**config.mk**
```make
export PLATFORM = sky130hd
export DESIGN_NAME = ped_crossing_ctrl
export DESIGN_NICKNAME = d
export VERILOG_FILES = /design/src/rtl/ped_xing_pkg.sv /design/src/rtl/ped_crossing_ctrl_tick_gen.sv /design/src/rtl/ped_crossing_ctrl.sv
export SDC_FILE = /design/constraint.sdc
export NUM_CORES = 1
export LEC_CHECK = 0
export ABC_AREA = 1
export CORE_UTILIZATION = 55
export DETAILED_ROUTE_END_ITERATION = 16
export PLACE_DENSITY = 0.74
export SYNTH_ARGS = -nofsm -noshare
export SYNTH_HDL_FRONTEND = slang
export SYNTH_SLANG_ARGS = --single-unit
```
**constraint.sdc**
```tcl
create_clock -name clk -period 3.44 [get_ports clk]
set_input_delay 0.688 -clock clk [delete_from_list [all_inputs] [get_ports clk]]
set_output_delay 0.688 -clock clk [all_outputs]
set_load 0.02 [all_outputs]
```
**src/rtl/ped_xing_pkg.sv**
```systemverilog
// Shared types and display codes for the pedestrian-crossing controller.
// The NIGHT state exists only when NIGHT_MODE_EN is defined.
package ped_xing_pkg;

  typedef enum logic [2:0] {
    CAR_GREEN  = 3'd0,
    CAR_YELLOW = 3'd1,
    ALL_RED1   = 3'd2,
    PED_WALK   = 3'd3,
    PED_FLASH  = 3'd4,
    ALL_RED2   = 3'd5
`ifdef NIGHT_MODE_EN
    , NIGHT    = 3'd6
`endif
  } state_e;

  // ped_state codes, one-hot {walk, flashing_dont_walk, dont_walk}
  localparam logic [2:0] OFF              = 3'b000;
  localparam logic [2:0] DONTWALK         = 3'b001;
  localparam logic [2:0] FLASHINGDONTWALK = 3'b010;
  localparam logic [2:0] WALK             = 3'b100;

  // car_lights codes, {red, yellow, green}
  localparam logic [2:0] RED    = 3'b100;
  localparam logic [2:0] YELLOW = 3'b010;
  localparam logic [2:0] GREEN  = 3'b001;

  function automatic int max_dur(input int a, input int b, input int c,
                                 input int d, input int e);
    int m;
    m = a;
    if (b > m) m = b;
    if (c > m) m = c;
    if (d > m) m = d;
    if (e > m) m = e;
    return m;
  endfunction

  function automatic logic [2:0] ped_of(input state_e s);
    case (s)
      PED_WALK:  return WALK;
      PED_FLASH: return FLASHINGDONTWALK;
`ifdef NIGHT_MODE_EN
      NIGHT:     return OFF;
`endif
      default:   return DONTWALK;
    endcase
  endfunction

  function automatic logic [2:0] car_of(input state_e s);
    case (s)
      CAR_GREEN:  return GREEN;
      CAR_YELLOW: return YELLOW;
      default:    return RED;
    endcase
  endfunction

endpackage

```
**src/rtl/ped_crossing_ctrl_tick_gen.sv**
```systemverilog
// Timing prescaler: one-clk tick strobe every TICK_DIV clk cycles.
module tick_gen #(
  parameter int TICK_DIV = 50_000_000
) (
  input  logic clk,
  input  logic reset_n,
  output logic tick
);

  localparam int CW = (TICK_DIV > 1) ? $clog2(TICK_DIV) : 1;

  logic [CW-1:0] r_count;
  logic          w_last;

  assign w_last = (r_count == CW'(TICK_DIV - 1));
  assign tick   = w_last;

  // NOTE: state is updated with non-blocking assignments only; the reset is
  // synchronous, so it lives inside the clocked branch, not the sensitivity list.
  always_ff @(posedge clk) begin
    if (!reset_n)    r_count <= '0;
    else if (w_last) r_count <= '0;
    else             r_count <= r_count + 1'b1;
  end

endmodule

```
**src/rtl/ped_crossing_ctrl.sv**
```systemverilog
// Timed pedestrian-crossing controller: vehicle light sequence plus walk phase.
// Define NIGHT_MODE_EN to add the night_mode input and the flashing-yellow NIGHT state.
module ped_crossing_ctrl
  import ped_xing_pkg::*;
#(
  parameter int TICK_DIV  = 50_000_000,
  parameter int GREEN_MIN = 10,
  parameter int YELLOW_T  = 3,
  parameter int CLEAR_T   = 2,
  parameter int WALK_T    = 7,
  parameter int FLASH_T   = 5
) (
  input  logic       clk,
  input  logic       reset_n,
  input  logic       walk_request,
`ifdef NIGHT_MODE_EN
  input  logic       night_mode,
`endif
  output logic [2:0] ped_state,
  output logic [2:0] car_lights,
  output logic       request_pending,
  output logic       tick
);

  localparam int MAX_T = max_dur(GREEN_MIN, YELLOW_T, CLEAR_T, WALK_T, FLASH_T);
  localparam int TW    = (MAX_T > 1) ? $clog2(MAX_T) : 1;

  state_e        r_state;
  logic [TW-1:0] r_timer;
  logic          r_req;
  logic [2:0]    r_ped;
  logic [2:0]    r_car;

  state_e        w_next;
  int            w_dur;
  logic          w_expired;
  logic          w_clear_req;
  logic [2:0]    w_car_next;
  logic          w_tick;

  tick_gen #(.TICK_DIV(TICK_DIV)) u_tick_gen (
    .clk     (clk),
    .reset_n (reset_n),
    .tick    (w_tick)
  );

  always_comb begin
    w_dur = 1;
    case (r_state)
      CAR_GREEN:  w_dur = GREEN_MIN;
      CAR_YELLOW: w_dur = YELLOW_T;
      ALL_RED1:   w_dur = CLEAR_T;
      PED_WALK:   w_dur = WALK_T;
      PED_FLASH:  w_dur = FLASH_T;
      ALL_RED2:   w_dur = CLEAR_T;
      default:    w_dur = 1;
    endcase
  end

  // Timer never counts past duration-1; in green this is the saturation point.
  assign w_expired = (r_timer == TW'(w_dur - 1));

  // NOTE: every variable written here gets a default first, so no path can
  // leave it unassigned and infer a latch.
  always_comb begin
    w_next = r_state;
    case (r_state)
      CAR_GREEN: begin
`ifdef NIGHT_MODE_EN
        if (night_mode) w_next = NIGHT;
        else
`endif
        if (w_tick && r_req && w_expired) w_next = CAR_YELLOW;
      end
      CAR_YELLOW: if (w_tick && w_expired) w_next = ALL_RED1;
      ALL_RED1:   if (w_tick && w_expired) w_next = PED_WALK;
      PED_WALK:   if (w_tick && w_expired) w_next = PED_FLASH;
      PED_FLASH:  if (w_tick && w_expired) w_next = ALL_RED2;
      ALL_RED2:   if (w_tick && w_expired) w_next = CAR_GREEN;
`ifdef NIGHT_MODE_EN
      NIGHT:      if (!night_mode) w_next = CAR_GREEN;
`endif
      default:    w_next = ALL_RED2;
    endcase
  end

  always_comb begin
    w_car_next  = car_of(w_next);
    w_clear_req = (w_next == PED_WALK) && (r_state != PED_WALK);
`ifdef NIGHT_MODE_EN
    if (w_next == NIGHT) begin
      w_clear_req = 1'b1;
      if (r_state != NIGHT) w_car_next = YELLOW;
      else if (w_tick)      w_car_next = r_car ^ YELLOW;
      else                  w_car_next = r_car;
    end
`endif
  end

  always_ff @(posedge clk) begin
    if (!reset_n) begin
      r_state <= CAR_GREEN;
      r_timer <= '0;
      r_req   <= 1'b0;
      r_ped   <= DONTWALK;
      r_car   <= GREEN;
    end else begin
      r_state <= w_next;
      r_ped   <= ped_of(w_next);
      r_car   <= w_car_next;
      if (w_next != r_state)         r_timer <= '0;
      else if (w_tick && !w_expired) r_timer <= r_timer + 1'b1;
      if (w_clear_req)                                r_req <= 1'b0;
      else if (walk_request && r_state != PED_WALK)   r_req <= 1'b1;
    end
  end

  assign ped_state       = r_ped;
  assign car_lights      = r_car;
  assign request_pending = r_req;
  assign tick            = w_tick;

endmodule

```
==> impl_metrics.py <==
metrics = {
    "detailed_routing": {
        "ant_nets": 0,
        "routedWlPerCell_um": 11.3,
        "firstDrtPassIters": 4,
        "vias_per_cell": 5.22,
        "vias": 1889,
        "routed_wl_mm": 4.10,
        "drt_iter0_markers": 81,
        "post-route-drc-count": 0,
    },
    "worst_setup_path": {
        "worstSetupStartpoint": "u_tick_gen.r_count[0]$_SDFF_PP0_",
        "worstPathMaxFanout": 6,
        "reg2reg_from": "u_tick_gen.r_count[12]$_SDFF_PP0_",
        "crit_path_end_kind": "output port",
        "startpoint_type": "flip-flop",
        "r2r-end": "u_tick_gen.r_count[25]$_SDFF_PP0_",
        "r2r_slack_ns": 1.57,
        "critPathRequiredTime_ns": 2.75,
        "crit_slowest_cell": "clkdlybuf4s50_1",
        "crit_type": "flip-flop to output port",
        "worstPathArrival_ns": 2.02,
        "rr_worst_depth": 10,
        "max_stage_delay_ns": 0.62,
        "worstPathCellList": "ha_1 > nand2_1 > nor2_4 > nand3_1 > nor2_2 > clkdlybuf4s50_1",
    },
    "timing": {
        "tightest_slew_ns": 0.507,
        "setup_viol": 0,
        "fin_ws_ns": 0.734,
        "slew_headroom": 0.661,
        "fin_crit_sh": 0.787,
        "hold_violations": 0,
        "skew_ns": 0.0107,
        "drv_slew": 0,
        "min_period_ns": 2.71,
        "setup_tns_ns": 0,
        "max_freq_mhz": 369,
        "rsz0062_at_grt": "no",
    },
    "pwr": {
        "peakVddDrop_uv": 252,
        "p_leak_uw": 0.000959,
        "powerDensity_nw_per_um2": 363,
    },
    "die": {
        "ios": 11,
        "die_w_um": 64.9,
        "coreArea_um2": 3720,
        "die_area_um2": 4220,
        "die_h_um": 64.9,
        "initial_core_util": 0.586,
        "rows": 22,
    },
    "global_route": {
        "grt_start_max_net_pins": 25,
        "grt_pass1_wl_mm": 7.31,
        "track_usage": 0.221,
        "grt_pass1_vias": 1786,
        "grt_overflow": 0,
        "antenna_found_initial": 0,
    },
    "clock_tree": {
        "htree_levels": 2,
        "clockBufferDepth": 2,
        "cts_resized": 0,
        "post_cts_buffers": 0,
        "cts_made_buffers": 5,
        "hold_buffers": 0,
        "root_buffer": "clkbuf_8",
        "clock_sinks": 40,
        "clkTransAtPathRegs_ns": 0.07,
        "insertion_delay_ns": 0.30,
        "cts_tree": "yes",
    },
    "synthesis": {
        "synth.yosys.seq_area_share": 0.368,
        "synth_top_area_frac": 0.368,
        "syn_area_per_cell_um2": 7.19,
        "ys.flop_type": "dfxtp_1",
        "synthTopCellsByArea": "dfxtp_1 37%, nand2_1 10%, nor2_1 7.1%",
        "yosys.cell_types.count": 33,
        "syn_nets": 308,
        "synth_edf_count": 0,
        "syn_inst": 303,
        "yosys_warnings": 0,
        "ys_ff_latch": 40,
        "synth_top_cell_by_area": "dfxtp_1",
        "syn_area_um2": 2180,
        "ys_async_sr_fraction": 0,
    },
    "min_path": {
        "min_path_cells": 1,
        "hp-class": "flip-flop to flip-flop",
        "min_to": "u_tick_gen.r_count[0]$_SDFF_PP0_",
        "hold_start": "u_tick_gen.r_count[0]$_SDFF_PP0_",
    },
    "cells_and_area": {
        "diodes": 0,
        "seqCellArea_um2": 801,
        "drive_above_1_share": 0.137,
        "nNetsFinal": 318,
        "layout_common_cells": "60 x nand2_1, 41 x nor2_1, 40 x dfxtp_1",
        "synthToLayoutAreaGrowth_pct": 9.99,
        "multi_input_area_um2": 1180,
        "nFillCells": 349,
        "layout_commonest_cell": "nand2_1",
    },
    "job": {
        "cap_violations": 0,
    },
    "place": {
        "dp_slack_ns": 1.02,
        "place_hpwl_mm": 3.13,
        "gp_congestion": 0.805,
        "place.port_buffers": 10,
    },
    "outcome": {
        "status": "completed",
    },
}
where the power goes:
group / internal (µW) / switching (µW) / leakage (µW)
sequential: 466 / 2.69 / 0.000323
combinational: 8.26 / 13.9 / 0.000580
clock: 215 / 162 / 0.0000552
layout make-up:
type                            count  share of cell area
Multi-Input combinational cell    218               0.494
Sequential cell                    40               0.334
Inverter                           38              0.0601
Timing Repair Buffer               10              0.0418
Clock buffer                        6              0.0303
Tap cell                           48              0.0251
Clock inverter                      2              0.0146
per-layer routing:
layer	vias up	share of wire	GRT usage
met1	860	0.47	0.260
met5	-	0	0
met3	8	0.027	0.0423
met2	22	0.49	0.393
li1	999	-	-
met4	0	0.017	0.0806
cells in the mapped netlist (3+ instances only):
cell type  count
nor3_1        13
xor2_1         8
inv_2          5
inv_1         32
nor2_1        41
nand2_2        9
a21oi_1       12
dfxtp_1       40
nor2_2         4
nor2_4         4
o21ai_0        4
nand3_2        6
buf_2          4
nor3b_1        3
nand2_1       60
nor3b_2        3
nand4_1        6
nand3_1       26
registers in the layout, summed over array words and instances (netlist names):
register / cells
u_tick_gen.r_count: 26
r_timer: 4
car_lights: 3
ped_state: 3
r_state: 3
request_pending: 1
worst max-delay path: cells and delay by family (launching register included):
kind | cells | cell delay [ns]
flops | 1 | 0.36
simple gates | 4 | 0.57
buf+inv | 1 | 0.62
fa+ha+maj | 1 | 0.18
through the flow:
stage / cells / hold WS [ns] / area [µm²] / util / power (µW)
after floorplan: 303 / 0.418 / 2180 / - / 496
after global placement: 354 / 0.431 / 2290 / 0.616 / 501
after detailed placement: 354 / 0.446 / 2290 / 0.616 / 502
after CTS: 362 / 0.459 / 2400 / 0.645 / 875
after global routing: 362 / 0.496 / 2400 / 0.645 / 896
final: 362 / 0.455 / 2400 / 0.645 / 869
how the worst max path moves through the flow:
stage                     slack (ns)  endpoint  depth (start not counted)
after floorplan                 1.63      tick                          5
after global placement          1.07      tick                          6
after detailed placement        1.02      tick                          6
after CTS                       0.71      tick                          6
after global routing            0.62      tick                          6
final                           0.73      tick                          6
cells by family (layout without fill, tap and decap cells):
group,count (synthesis),in the layout,share of synthesized area
AOI/OAI and AO/OA,26,26,0.0729
buffers and inverters,45,56,0.0890
adders and majority gates,2,2,0.0115
DFF,40,40,0.368
xor gates and xnor gates,9,9,0.0362
and+or+nand+nor,181,181,0.423
Power figures use the tool's default switching activity.
